## src/rtl/sync_burst_gen.sv

```systemverilog
// sync_burst_gen: two-stage (wake-up, then comparator sync) burst transmitter.
// A wake_up edge arms the block for a bounded time. A comp_out rising edge
// then starts a burst of preamble zeros, payload bits (optionally scrambled)
// and tail zeros. Each bit lasts DIV clocks, and data_clk rises mid-bit.
//
// Handshake/timing contract: wake_up and comp_out are asynchronous levels.
// Only their synchronized rising edges matter, and each edge is acted on only
// in the state that expects it. abort is synchronous and wins over
// everything else. done and timeout are single-cycle pulses.
module sync_burst_gen #(
  parameter int DIV          = 100,
  parameter int PRE_LEN      = 432,
  parameter int PAY_LEN      = 768,
  parameter int TAIL_LEN     = 16,
  parameter int SYNC_TIMEOUT = 20000,
  parameter int CNT_W        = 20
) (
  input  logic             clki,
  input  logic             rst_n,
  input  logic             wake_up,
  input  logic             comp_out,
  input  logic             scr_en,
  input  logic             abort,
  output logic             wu_valid,
  output logic             data_clk_enb,
  output logic             data_clk,
  output logic             t_out,
  output logic [CNT_W-1:0] bit_idx,
  output logic             done,
  output logic             timeout,
  output logic [1:0]       state_dbg
);

  localparam logic [1:0] ST_IDLE  = 2'd0;
  localparam logic [1:0] ST_ARMED = 2'd1;
  localparam logic [1:0] ST_TX    = 2'd2;

  localparam logic [CNT_W-1:0] DIV_LAST   = CNT_W'(DIV - 1);
  localparam logic [CNT_W-1:0] DIV_HALF   = CNT_W'(DIV / 2);
  localparam logic [CNT_W-1:0] PAY_START  = CNT_W'(PRE_LEN);
  localparam logic [CNT_W-1:0] TAIL_START = CNT_W'(PRE_LEN + PAY_LEN);
  localparam logic [CNT_W-1:0] BIT_LAST   = CNT_W'(PRE_LEN + PAY_LEN + TAIL_LEN - 1);
  localparam logic [CNT_W-1:0] TMO_LAST   = CNT_W'(SYNC_TIMEOUT - 1);

  logic [2:0]       wu_sr;
  logic [2:0]       cmp_sr;
  logic [1:0]       state;
  logic [CNT_W-1:0] tmo_cnt;
  logic [CNT_W-1:0] phase;
  logic             scr_lat;
  logic [7:0]       scr_s;

  logic             wu_rise;
  logic             sync_rise;
  logic             start_tx;
  logic             load_bit;
  logic [CNT_W-1:0] load_idx;
  logic [7:0]       load_s;
  logic             load_scr;
  logic             is_pay;
  logic [2:0]       pay_lo;
  logic             raw_d;
  logic             next_bit;
  logic [CNT_W-1:0] phase_nxt;

  assign wu_valid     = (state == ST_ARMED);
  assign data_clk_enb = (state == ST_TX);
  assign state_dbg    = state;

  // Edge detection on synchronized inputs, plus the value of the next bit to drive.
  // The next bit is either bit 0 (on TX entry, with the scrambler cleared)
  // or bit_idx+1 (at the end of a bit).
  always_comb begin
    wu_rise   = (wu_sr[2:1] == 2'b01);
    sync_rise = (cmp_sr[2:1] == 2'b01);
    start_tx  = (state == ST_ARMED) && sync_rise;
    load_bit  = start_tx ||
                ((state == ST_TX) && (phase == DIV_LAST) && (bit_idx != BIT_LAST));
    load_idx  = start_tx ? '0 : (bit_idx + CNT_W'(1));
    load_s    = start_tx ? 8'd0 : scr_s;
    load_scr  = start_tx ? scr_en : scr_lat;
    is_pay    = (load_idx >= PAY_START) && (load_idx < TAIL_START);
    // Payload index mod 8 only needs the low three bits of the subtraction.
    pay_lo    = load_idx[2:0] - PAY_START[2:0];
    raw_d     = (pay_lo < 3'd4);
    next_bit  = 1'b0;
    if (is_pay) begin
      if (load_scr) begin
        next_bit = raw_d ^ load_s[0] ^ load_s[3] ^ load_s[4] ^ load_s[6] ^ load_s[7];
      end else begin
        next_bit = raw_d;
      end
    end
    phase_nxt = phase + CNT_W'(1);
  end

  // Synchronizers, FSM, bit timing and the serial output register.
  always_ff @(posedge clki) begin
    if (!rst_n) begin
      wu_sr    <= '0;
      cmp_sr   <= '0;
      state    <= ST_IDLE;
      tmo_cnt  <= '0;
      phase    <= '0;
      bit_idx  <= '0;
      scr_lat  <= 1'b0;
      scr_s    <= '0;
      t_out    <= 1'b0;
      data_clk <= 1'b0;
      done     <= 1'b0;
      timeout  <= 1'b0;
    end else begin
      wu_sr   <= {wu_sr[1:0], wake_up};
      cmp_sr  <= {cmp_sr[1:0], comp_out};
      done    <= 1'b0;
      timeout <= 1'b0;
      if (abort) begin
        state    <= ST_IDLE;
        tmo_cnt  <= '0;
        phase    <= '0;
        bit_idx  <= '0;
        t_out    <= 1'b0;
        data_clk <= 1'b0;
      end else begin
        case (state)
          ST_IDLE: begin
            if (wu_rise) begin
              state   <= ST_ARMED;
              tmo_cnt <= '0;
            end
          end
          ST_ARMED: begin
            // A sync edge in the expiry cycle still starts the burst.
            if (sync_rise) begin
              state    <= ST_TX;
              phase    <= '0;
              bit_idx  <= '0;
              scr_lat  <= scr_en;
              scr_s    <= '0;
              data_clk <= 1'b0;
            end else if (tmo_cnt == TMO_LAST) begin
              state   <= ST_IDLE;
              timeout <= 1'b1;
            end else begin
              tmo_cnt <= tmo_cnt + CNT_W'(1);
            end
          end
          ST_TX: begin
            if (phase == DIV_LAST) begin
              phase    <= '0;
              data_clk <= 1'b0;
              if (bit_idx == BIT_LAST) begin
                state   <= ST_IDLE;
                done    <= 1'b1;
                bit_idx <= '0;
                t_out   <= 1'b0;
              end else begin
                bit_idx <= bit_idx + CNT_W'(1);
              end
            end else begin
              phase    <= phase_nxt;
              data_clk <= (phase_nxt >= DIV_HALF);
            end
          end
          default: state <= ST_IDLE;
        endcase
        if (load_bit) begin
          t_out <= next_bit;
          if (is_pay && load_scr) begin
            scr_s <= {load_s[6:0], next_bit};
          end
        end
      end
    end
  end

endmodule

```

## config.mk

```make
export PLATFORM = sky130hd
export DESIGN_NAME = sync_burst_gen
export DESIGN_NICKNAME = d
export VERILOG_FILES = /design/src/rtl/sync_burst_gen.sv
export SDC_FILE = /design/constraint.sdc
export NUM_CORES = 1
export LEC_CHECK = 0
export BUFFER_PORTS_ARGS = -buffer_cell sky130_fd_sc_hd__buf_2
export CORE_MARGIN = 5
export CORE_UTILIZATION = 45
export CTS_BUF_LIST = sky130_fd_sc_hd__clkbuf_4 sky130_fd_sc_hd__clkbuf_8 sky130_fd_sc_hd__clkbuf_16
export CTS_CLUSTER_DIAMETER = 120
export DETAILED_ROUTE_END_ITERATION = 6
export GPL_TIMING_DRIVEN = 0
export HOLD_SLACK_MARGIN = 0.02
export MAX_ROUTING_LAYER = met4
export PLACE_DENSITY = 0.62
export SYNTH_ARGS = -nofsm -noshare
export SYNTH_HDL_FRONTEND = slang
export SYNTH_SLANG_ARGS = --single-unit
export TNS_END_PERCENT = 50
```

## constraint.sdc

```tcl
create_clock -name clki -period 2.75 [get_ports clki]
set_clock_uncertainty 0.05 [all_clocks]
set_input_delay 0.275 -clock clki [delete_from_list [all_inputs] [get_ports clki]]
set_output_delay 0.275 -clock clki [all_outputs]
set_load 0.05 [all_outputs]
```

Word-level counts from Yosys, hierarchy flattened
Cells that the tools add are included.

Bits in latches: 0. Register bits after elaboration: 81. Word-level logic and storage cells: 99. ROM bits: 0. Memories: 0. RAM bits: 0.

Bitwise operators: 10. Multiplexer cells: 34. Order comparisons: 4. Add/sub/neg operators: 3. Divide/modulo/power cells: 0. Equal/unequal tests: 15. Reductions and logical operators: 21. Multipliers: 0. Shift-type cells: 0.

Operator list (number): 20-bit 2-to-1 mux (8); 20-bit one-hot mux with 2 select lines (3); 20-bit by 1-bit adder with 20-bit output (second input constant) (3); 8-bit 2-to-1 mux (5); 20-bit by 11-bit == test with 1-bit output (second input constant) (1); 20-bit by 15-bit == test with 1-bit output (second input constant) (1); 20-bit by 7-bit == test with 1-bit output (second input constant) (1); 20-bit by 6-bit >= comparator with 1-bit output (second input constant) (1); 20-bit by 9-bit >= comparator with 1-bit output (second input constant) (1); 20-bit by 11-bit less-than comparator with 1-bit output (second input constant) (1); 20-bit by 11-bit inequality test with 1-bit output (second input constant) (1); 1-bit 2-to-1 mux (11); 2-bit 2-to-1 mux (5); 2-bit nonzero test (5); 3-bit AND reduction (3); 4-bit AND reduction (2); 4-bit OR reduction (2); 2-bit by 1-bit == test with 1-bit output (second input constant) (3); 2-bit by 1-bit inequality test with 1-bit output (second input constant) (3); 2-bit inequality test (second input constant) (3); 2-bit one-hot mux with 3 select lines (1); 1-bit logical AND (5); 1-bit inverter (5); 1-bit XOR (5); other kinds (8) (8).

Longest topological paths before layout
Gate-level depths: netlist (run 1).

Depth in word-level cells: 13. Mapped depth: 12. Mapped depth without buffers: 9.

Worst setup path before layout (run 1)
Ideal clock, no wire load.

Kind: flip-flop to flip-flop. Start: reg bit_idx[0]. End: reg scr_s[5]. Buffers on the path: 2. Cell stages (with the launch flop): 11. Period minus slack after synthesis: 3226 ps. Slack: -476 ps. Arrival time: 3098 ps. Library setup time: 79 ps. Path through: dfxtp_1 > ha_1 > clkbuf_1 > nand3_1 > nor4_1 > and3_1 > o221ai_1 > a211oi_2 > buf_2 > nand4_1 > o211ai_1.

Cells in the longest elaborated chain, start to end: 7.

RTL lines: start: declaration (RTL line 28) `output logic [CNT_W-1:0] bit_idx,`; start signal: assignment (RTL line 158) `bit_idx <= bit_idx + CNT_W'(1);`; 20-bit by 1-bit adder with 20-bit output (RTL line 79) `load_idx = start_tx ? '0 : (bit_idx + CNT_W'(1));`; 20-bit 2-to-1 mux (RTL line 79); 20-bit by 9-bit >= comparator with 1-bit output / 20-bit by 11-bit less-than comparator with 1-bit output (equally long branches) (RTL line 82) `is_pay = (load_idx >= PAY_START) && (load_idx < TAIL_START);`; 1-bit logical AND (RTL line 82); 1-bit logical AND (RTL line 169) `if (is_pay && load_scr) begin`; 8-bit 2-to-1 mux (RTL line 169); 8-bit 2-to-1 mux (*) (RTL line 167) `if (load_bit) begin`; end signal: assignment (RTL line 170) `scr_s <= {load_s[6:0], next_bit};`; end: declaration (RTL line 51) `logic [7:0] scr_s;`.

Mark *: on every way between the ends. The rest lies on a longest branch, timed or not. A chain may end at the register's enable or synchronous reset.

Worst setup path in the final report (run 1)
Start: reg phase[2]. End: reg bit_idx[8].

Cells in the longest elaborated chain, start to end: 3.

RTL lines: start: declaration (RTL line 49) `logic [CNT_W-1:0] phase;`; start signal: assignment (RTL line 161) `phase <= phase_nxt;`; 20-bit by 7-bit == test with 1-bit output (RTL line 149) `if (phase == DIV_LAST) begin`; 2-bit by 1-bit inequality test with 1-bit output (no line); 3-bit AND reduction (no line).

Every way passes these cells.

==> out/qor.txt, run 1 <==
FF/Latch Area = 0.00166 mm^2
Clock buffer depth = 2
YS warnings = 0
Initial core utilization = 45.5%
Syn nets = 662
Fraction of registers with async set/reset = 0%
CP Depth = 9
Mean routed wirelength per cell = 16.0 um
Final Max Slew Viols = 0
Initial antenna violation count = 0
Worst slack, placed = -493 ps
Top cells by area, synth = dfxtp_1, a21oi_1, o21ai_0, nor2_1, nand2_1
Routed vias/inst = 5.95
H-tree depth = 3
Minimum clock period = 2680 ps
Cell Area, Synth = 0.00486 mm^2
# hold bufs at CTS = 0
Cell Rows = 38
DRT iter0 DRCs = 416
WP buf/inv = 3
Fin worst setup slack = 67.8 ps
Outcome = completed
Post-DRT Antenna Nets = 0
Post-synth EDFFs = 0
CP top delay family = simple AND/OR/NAND/NOR gates
RSZ-0062 raised after global routing = true
Reg clk slew, reported paths = 90 ps
Final Hold Vio Count = 0
Worst reg2reg path startpoint = phase[2]
Tot GR Track Use = 21.9%
Clock Latency Late Sink = 370 ps
GPL Wtd Cong = 0.989
Final wirelength = 13400 um
Max VDD drop = 0.000235 V
CP Capture Type = flop
Post-layout util = 53.8%
Setup CP Type = reg2reg
Post-Syn Instances = 649
IO Port Bufs = 31
Num CTS Buffers = 9
Hpwl dp = 9410 um
Leakage power = 1.97 nW
Core Area = 0.0107 mm^2
Die height = 114 um
Commonest cells after routing, fill and taps aside = dfxtp_1, nor2_1, nand2_1, a21oi_1, o21ai_0
CP most frequent cell = buf_6
GRT Residual Overflow = 0
Syn avg cell area = 7.50 um^2
Synth-to-layout area growth = 18.2%
Largest net degree at the start of global routing = 14
FF-to-FF path depth = 9
Cell Pwr Density = 377 mW/mm^2
CTS tree = done
CTS sink count = 81
Startpoint Class = flop
Via count of the first global-routing pass = 4550
Slew at the pin closest to its max-slew limit = 691 ps
CP Cell Sequence = buf_6, or4b_4, nor4_4, nand3_2, or3b_1, buf_6, buf_6, or4_4, a21oi_2
Tot Pwr = 0.00217 W
Vias = 4977
Diodes inserted = 0
Cell count of the worst hold path = 2
Final worst-path cycle share = 97.5%
Multi-input logic area = 0.00322 mm^2
DR pass1 iterations = 5
Number of max-cap violations = 0
WP data required = 3000 ps
Share of Yosys cell area claimed by the top area cell type = 33.3%
Slowest cell on crit path = or4b_4
Synth cell types = 57
Most common flop cell mapped by yosys = dfxtp_1
Crit path largest cell delay = 560 ps
Die X = 114 um
Global-route wire length before repair = 22700 um
Share of post-route cells with drive strength above 1 = 17.8%
Final setup fails = 0
CP Max Fanout = 10
Clock root cell = clkbuf_8
Critical hold path startpoint = wake_up
Register area share after synthesis = 33.3%
Slew Limit Headroom = 53.7%
Setup slack, reg-to-reg = 70 ps
Worst path arrival time = 2930 ps
Final setup TNS = 0 ps
Worst Hold Class = in2reg
Die footprint = 0.0130 mm^2
Leading area contributor after synthesis = dfxtp_1
Fmax = 373 MHz
Origin of the worst setup path = phase[2]
Residual DRC = 0
# fillers = 1048
Nets = 706
I/O Pins = 34
Commonest non-fill, non-tap cell in the layout = dfxtp_1
Yosys reg bits = 81
[synth_stat cells, drive strengths merged (9+ instances only)]
master and instances:
a21oi 53, a31oi 9, and2 12, and3 12, clkbuf 40, dfxtp 81
inv 13, nand2 51, nand3 38, nand3b 9, nand4 30, nor2 63
nor2b 16, nor3 16, nor4 14, o21ai 51, or3 25, or4 11
xnor2 12, xor2 13
[where the power goes]
part	internal (W)	total, W	switching (W)
clock network	0.000466	0.000916	0.000450
registers	0.00117	0.00117	0.00000241
logic	0.0000187	0.0000779	0.0000592
[sequential cells by signal, indices dropped and copies added (netlist names)]
signal	flops
bit_idx	20
phase	20
tmo_cnt	20
scr_s	8
cmp_sr	3
wu_sr	3
state_dbg	2
data_clk	1
done	1
scr_lat	1
t_out	1
timeout	1
[per-stage QoR]
stage	hold WS, ps	cell area (um^2)	std cells
3_3_place_gp	368	5260	820
6_report	61.5	5750	837
3_5_place_dp	372	5260	820
2_1_floorplan	352	4930	649
5_1_grt	45.2	5750	837
4_1_cts	45.5	5610	834
[cell families (layout without fill, tap and decap cells)]
family                   after synthesis  count (layout)  synth area share [%]
buffers and inverters                 61             109                  5.14
flip-flops                            81              81                  33.3
AO/OA/AOI/OAI                        144             144                  17.3
XOR/XNOR                              26              26                  4.96
multiplexers                           5               5                  1.03
adder cells (fa/ha/maj)                7               7                  1.80
AND/OR/NAND/NOR                      325             325                  36.5
[metal layers]
layer  GRT usage (%)  up-vias  routed length (um)
met4            7.84        0                 198
met2            34.2      147                6330
met5               -        -                   0
li1                -     2448                   -
met3            2.97       16                 751
met1            28.9     2366                6140
[worst paths after layout]
check,to
min reg2reg,wu_sr[1]
max reg2reg,bit_idx[8]
max,bit_idx[8]
min,wu_sr[0]
[what timing repair did]
item | 4_1_cts | 5_1_grt
setup endpoints to repair | 34 | 38
pin swaps | 4 | 8
hold endpoints to repair | 0 | 0
gates cloned | 1 | 0
setup buffers | 6 | 6
resized for setup | 25 | 29
[final cells by class]
type                    count  share of cell area (%)
plain buffers              37                    3.28
inverters                  13                   0.848
clock inverters             4                   0.914
well taps                 140                    3.05
repair buffers             44                    4.46
multi-input cells         507                    56.0
flip-flops and latches     81                    28.8
clock buffers              11                    2.63
(Power assumes the default switching activity.)
==> run 2: changes to the inputs <==
- ABC_AREA: default -> 1
==> run 2 against run 1 <==
Area after synthesis up 4.9%. Sequential power about the same. Die area up 4.5%. Final cell count up 21%. Largest power group is now clock. Sequential share of layout area down 0.73 points. Combinational power up 130%. First-iteration DRC count down 18%. Non-clock buffer count down 29. Fmax up 4.5%. Routed wire length up 3.1%. Synthesized cell count up 27%. Highest routed layer unchanged. Final area up 0.50%.
==> out/qor.txt, run 2 <==
GPL Wtd Cong = 0.923
Residual DRC = 0
Nets = 879
Syn nets = 835
DR pass1 iterations = 5
Setup slack, reg-to-reg = 180 ps
Diodes inserted = 0
Clock buffer depth = 2
FF-to-FF path depth = 14
Critical hold path startpoint = wake_up
Hpwl dp = 10400 um
Global-route wire length before repair = 23500 um
Worst path arrival time = 2750 ps
Synth top cells by count = nand2_1, nor2_1, inv_1
Clock root cell = clkbuf_16
Post-DRT Antenna Nets = 0
Outcome = completed
Initial core utilization = 46.5%
Max VDD drop = 0.000553 V
Die X = 117 um
Mean routed wirelength per cell = 13.7 um
Num CTS Buffers = 9
Commonest cells after routing, fill and taps aside = nand2_1, nor2_1, inv_1
Final setup fails = 0
Synth-to-layout area growth = 13.2%
Fraction of registers with async set/reset = 0%
Hold WS = 63.2 ps
Die height = 117 um
GRT Residual Overflow = 0
Final Max Slew Viols = 0
IO Port Bufs = 33
YS warnings = 0
WP data required = 2940 ps
Quantity of gates resized following cts = 0
Cell Area, Synth = 0.00510 mm^2
Slew at the pin closest to its max-slew limit = 621 ps
Final instance area = 0.00578 mm^2
Leakage power = 2.34 nW
Leading area contributor after synthesis = dfxtp_1
H-tree depth = 3
Routed vias/inst = 5.27
Syn avg cell area = 6.21 um^2
Number of max-cap violations = 0
R2r endpoint = scr_s[4]
Reg clk slew, reported paths = 60 ps
Slew Limit Headroom = 58.4%
Share of Yosys cell area claimed by the top area cell type = 31.8%
DRT iter0 DRCs = 343
Inst Count DP = 995
Yosys reg bits = 81
Largest net degree at the start of global routing = 14
Clock Latency Late Sink = 350 ps
Tot GR Track Use = 22.3%
Dpl cell area = 0.00545 mm^2
Fmax = 390 MHz
Via count of the first global-routing pass = 5086
Top cells by area, synth = dfxtp_1, nand2_1, nand3_1, nor2_1, inv_1
Post-route insts no fill = 1011
# hold bufs at CTS = 0
Most common flop cell mapped by yosys = dfxtp_1
Core Area = 0.0110 mm^2
Hold worst-path end = wu_sr[0]
Final worst-path cycle share = 93.3%
CTS tree = done
Cell count of the worst hold path = 3
Share of post-route cells with drive strength above 1 = 9.64%
Vias = 5330
Cell Pwr Density = 447 mW/mm^2
Worst Hold Class = in2reg
Cell Rows = 38
Worst reg2reg path startpoint = bit_idx[1]
Register area share after synthesis = 31.8%
Die footprint = 0.0136 mm^2
Cell with the most instances after synthesis = nand2_1
Commonest non-fill, non-tap cell in the layout = nand2_1
Startpoint Class = flop
Synth cell types = 40
Largest registers = bit_idx: 20 flops, phase: 20 flops, tmo_cnt: 20 flops
Minimum clock period = 2570 ps
CP Max Fanout = 6
I/O Pins = 34
Initial antenna violation count = 0
Post-synth EDFFs = 0
CP Capture Type = flop
Setup CP Type = reg2reg
Post-CTS Setup Bufs = 0
Final Hold Vio Count = 0
CTS sink count = 81
Final wirelength = 13800 um
RSZ-0062 raised after global routing = true
Post-Syn Instances = 822
[run 2: cell count changes in the layout (fill, tap and decap cells not counted), sizes merged, moves of 12 or more]
cell	change
and3	-12
clkbuf	-15
nor2	+40
nor2b	-16
inv	+77
nand2	+201
or3	-25
o21ai	-31
nand3	+50
buf	-14
[run 2: worst max-delay path by stage]
stage	startpoint	to	slack [ps]	depth (start not counted)
floorplan	state_dbg[1]	scr_s[2]	30	11
global placement	bit_idx[0]	scr_s[4]	80	14
detailed placement	bit_idx[0]	scr_s[4]	30	14
CTS	bit_idx[0]	scr_s[4]	4	14
global route	state_dbg[1]	tmo_cnt[14]	-40	10
finish	bit_idx[1]	scr_s[4]	180	14
[run 2: routing by layer]
layer  track usage, %  up-vias  wire [um]
met5                -        -          0
met4             7.66        0        286
met3             4.72       23        559
met2             37.0      117       6610
met1             27.0     2421       6380
li1                 -     2769          -
[run 2: per-stage QoR]
stage	total power, W	setup WS (ps)	TNS, ps	util (%)
after global routing	0.00270	-40.0	-105	52.6
final	0.00258	184	0	52.6
after detailed placement	0.00139	33.9	0	49.6
after CTS	0.00262	3.57	0	52.3
after floorplan	0.00133	33.7	0	-
after global placement	0.00139	79.1	0	49.6
[run 2: cells by family (layout without fill, tap and decap cells)]
family,Yosys count,count (layout),share of synthesized area (%)
DFF,81,81,31.8
adders and majority gates,7,7,1.72
AOI/OAI and AO/OA,95,95,10.2
buffers and inverters,111,160,8.43
and+or+nand+nor,503,503,43.6
xor gates and xnor gates,25,25,4.29
[run 2: final cells by class]
class                           instances  area [um^2]
Timing Repair Buffer                   33          165
Sequential cell                        81         1620
Inverter                               92          345
Tap cell                              140          175
Clock inverter                          5         55.1
Buffer                                 19         86.3
Fill cell                            1137         5200
Multi-Input combinational cell        630         3080
Clock buffer                           11          246
[run 2: worst max-delay path: stages, from the launching register on]
cell and delay (ps):
dfxtp_1 430, ha_2 290, nand3_1 190, nor2_4 210, nand2_2 130, nor2_1 130
nand2_1 90, a21oi_1 170, nand3_1 140, nor2_1 190, nand3_2 160, nor2_2 110
nand2_1 50, nand3_1 70, nand2_1 50
[run 2: where the power goes]
group | switching, W | internal (W) | total [W]
clock network | 0.000484 | 0.000734 | 0.00122
registers | 0.00000532 | 0.00118 | 0.00119
logic | 0.000141 | 0.0000359 | 0.000177
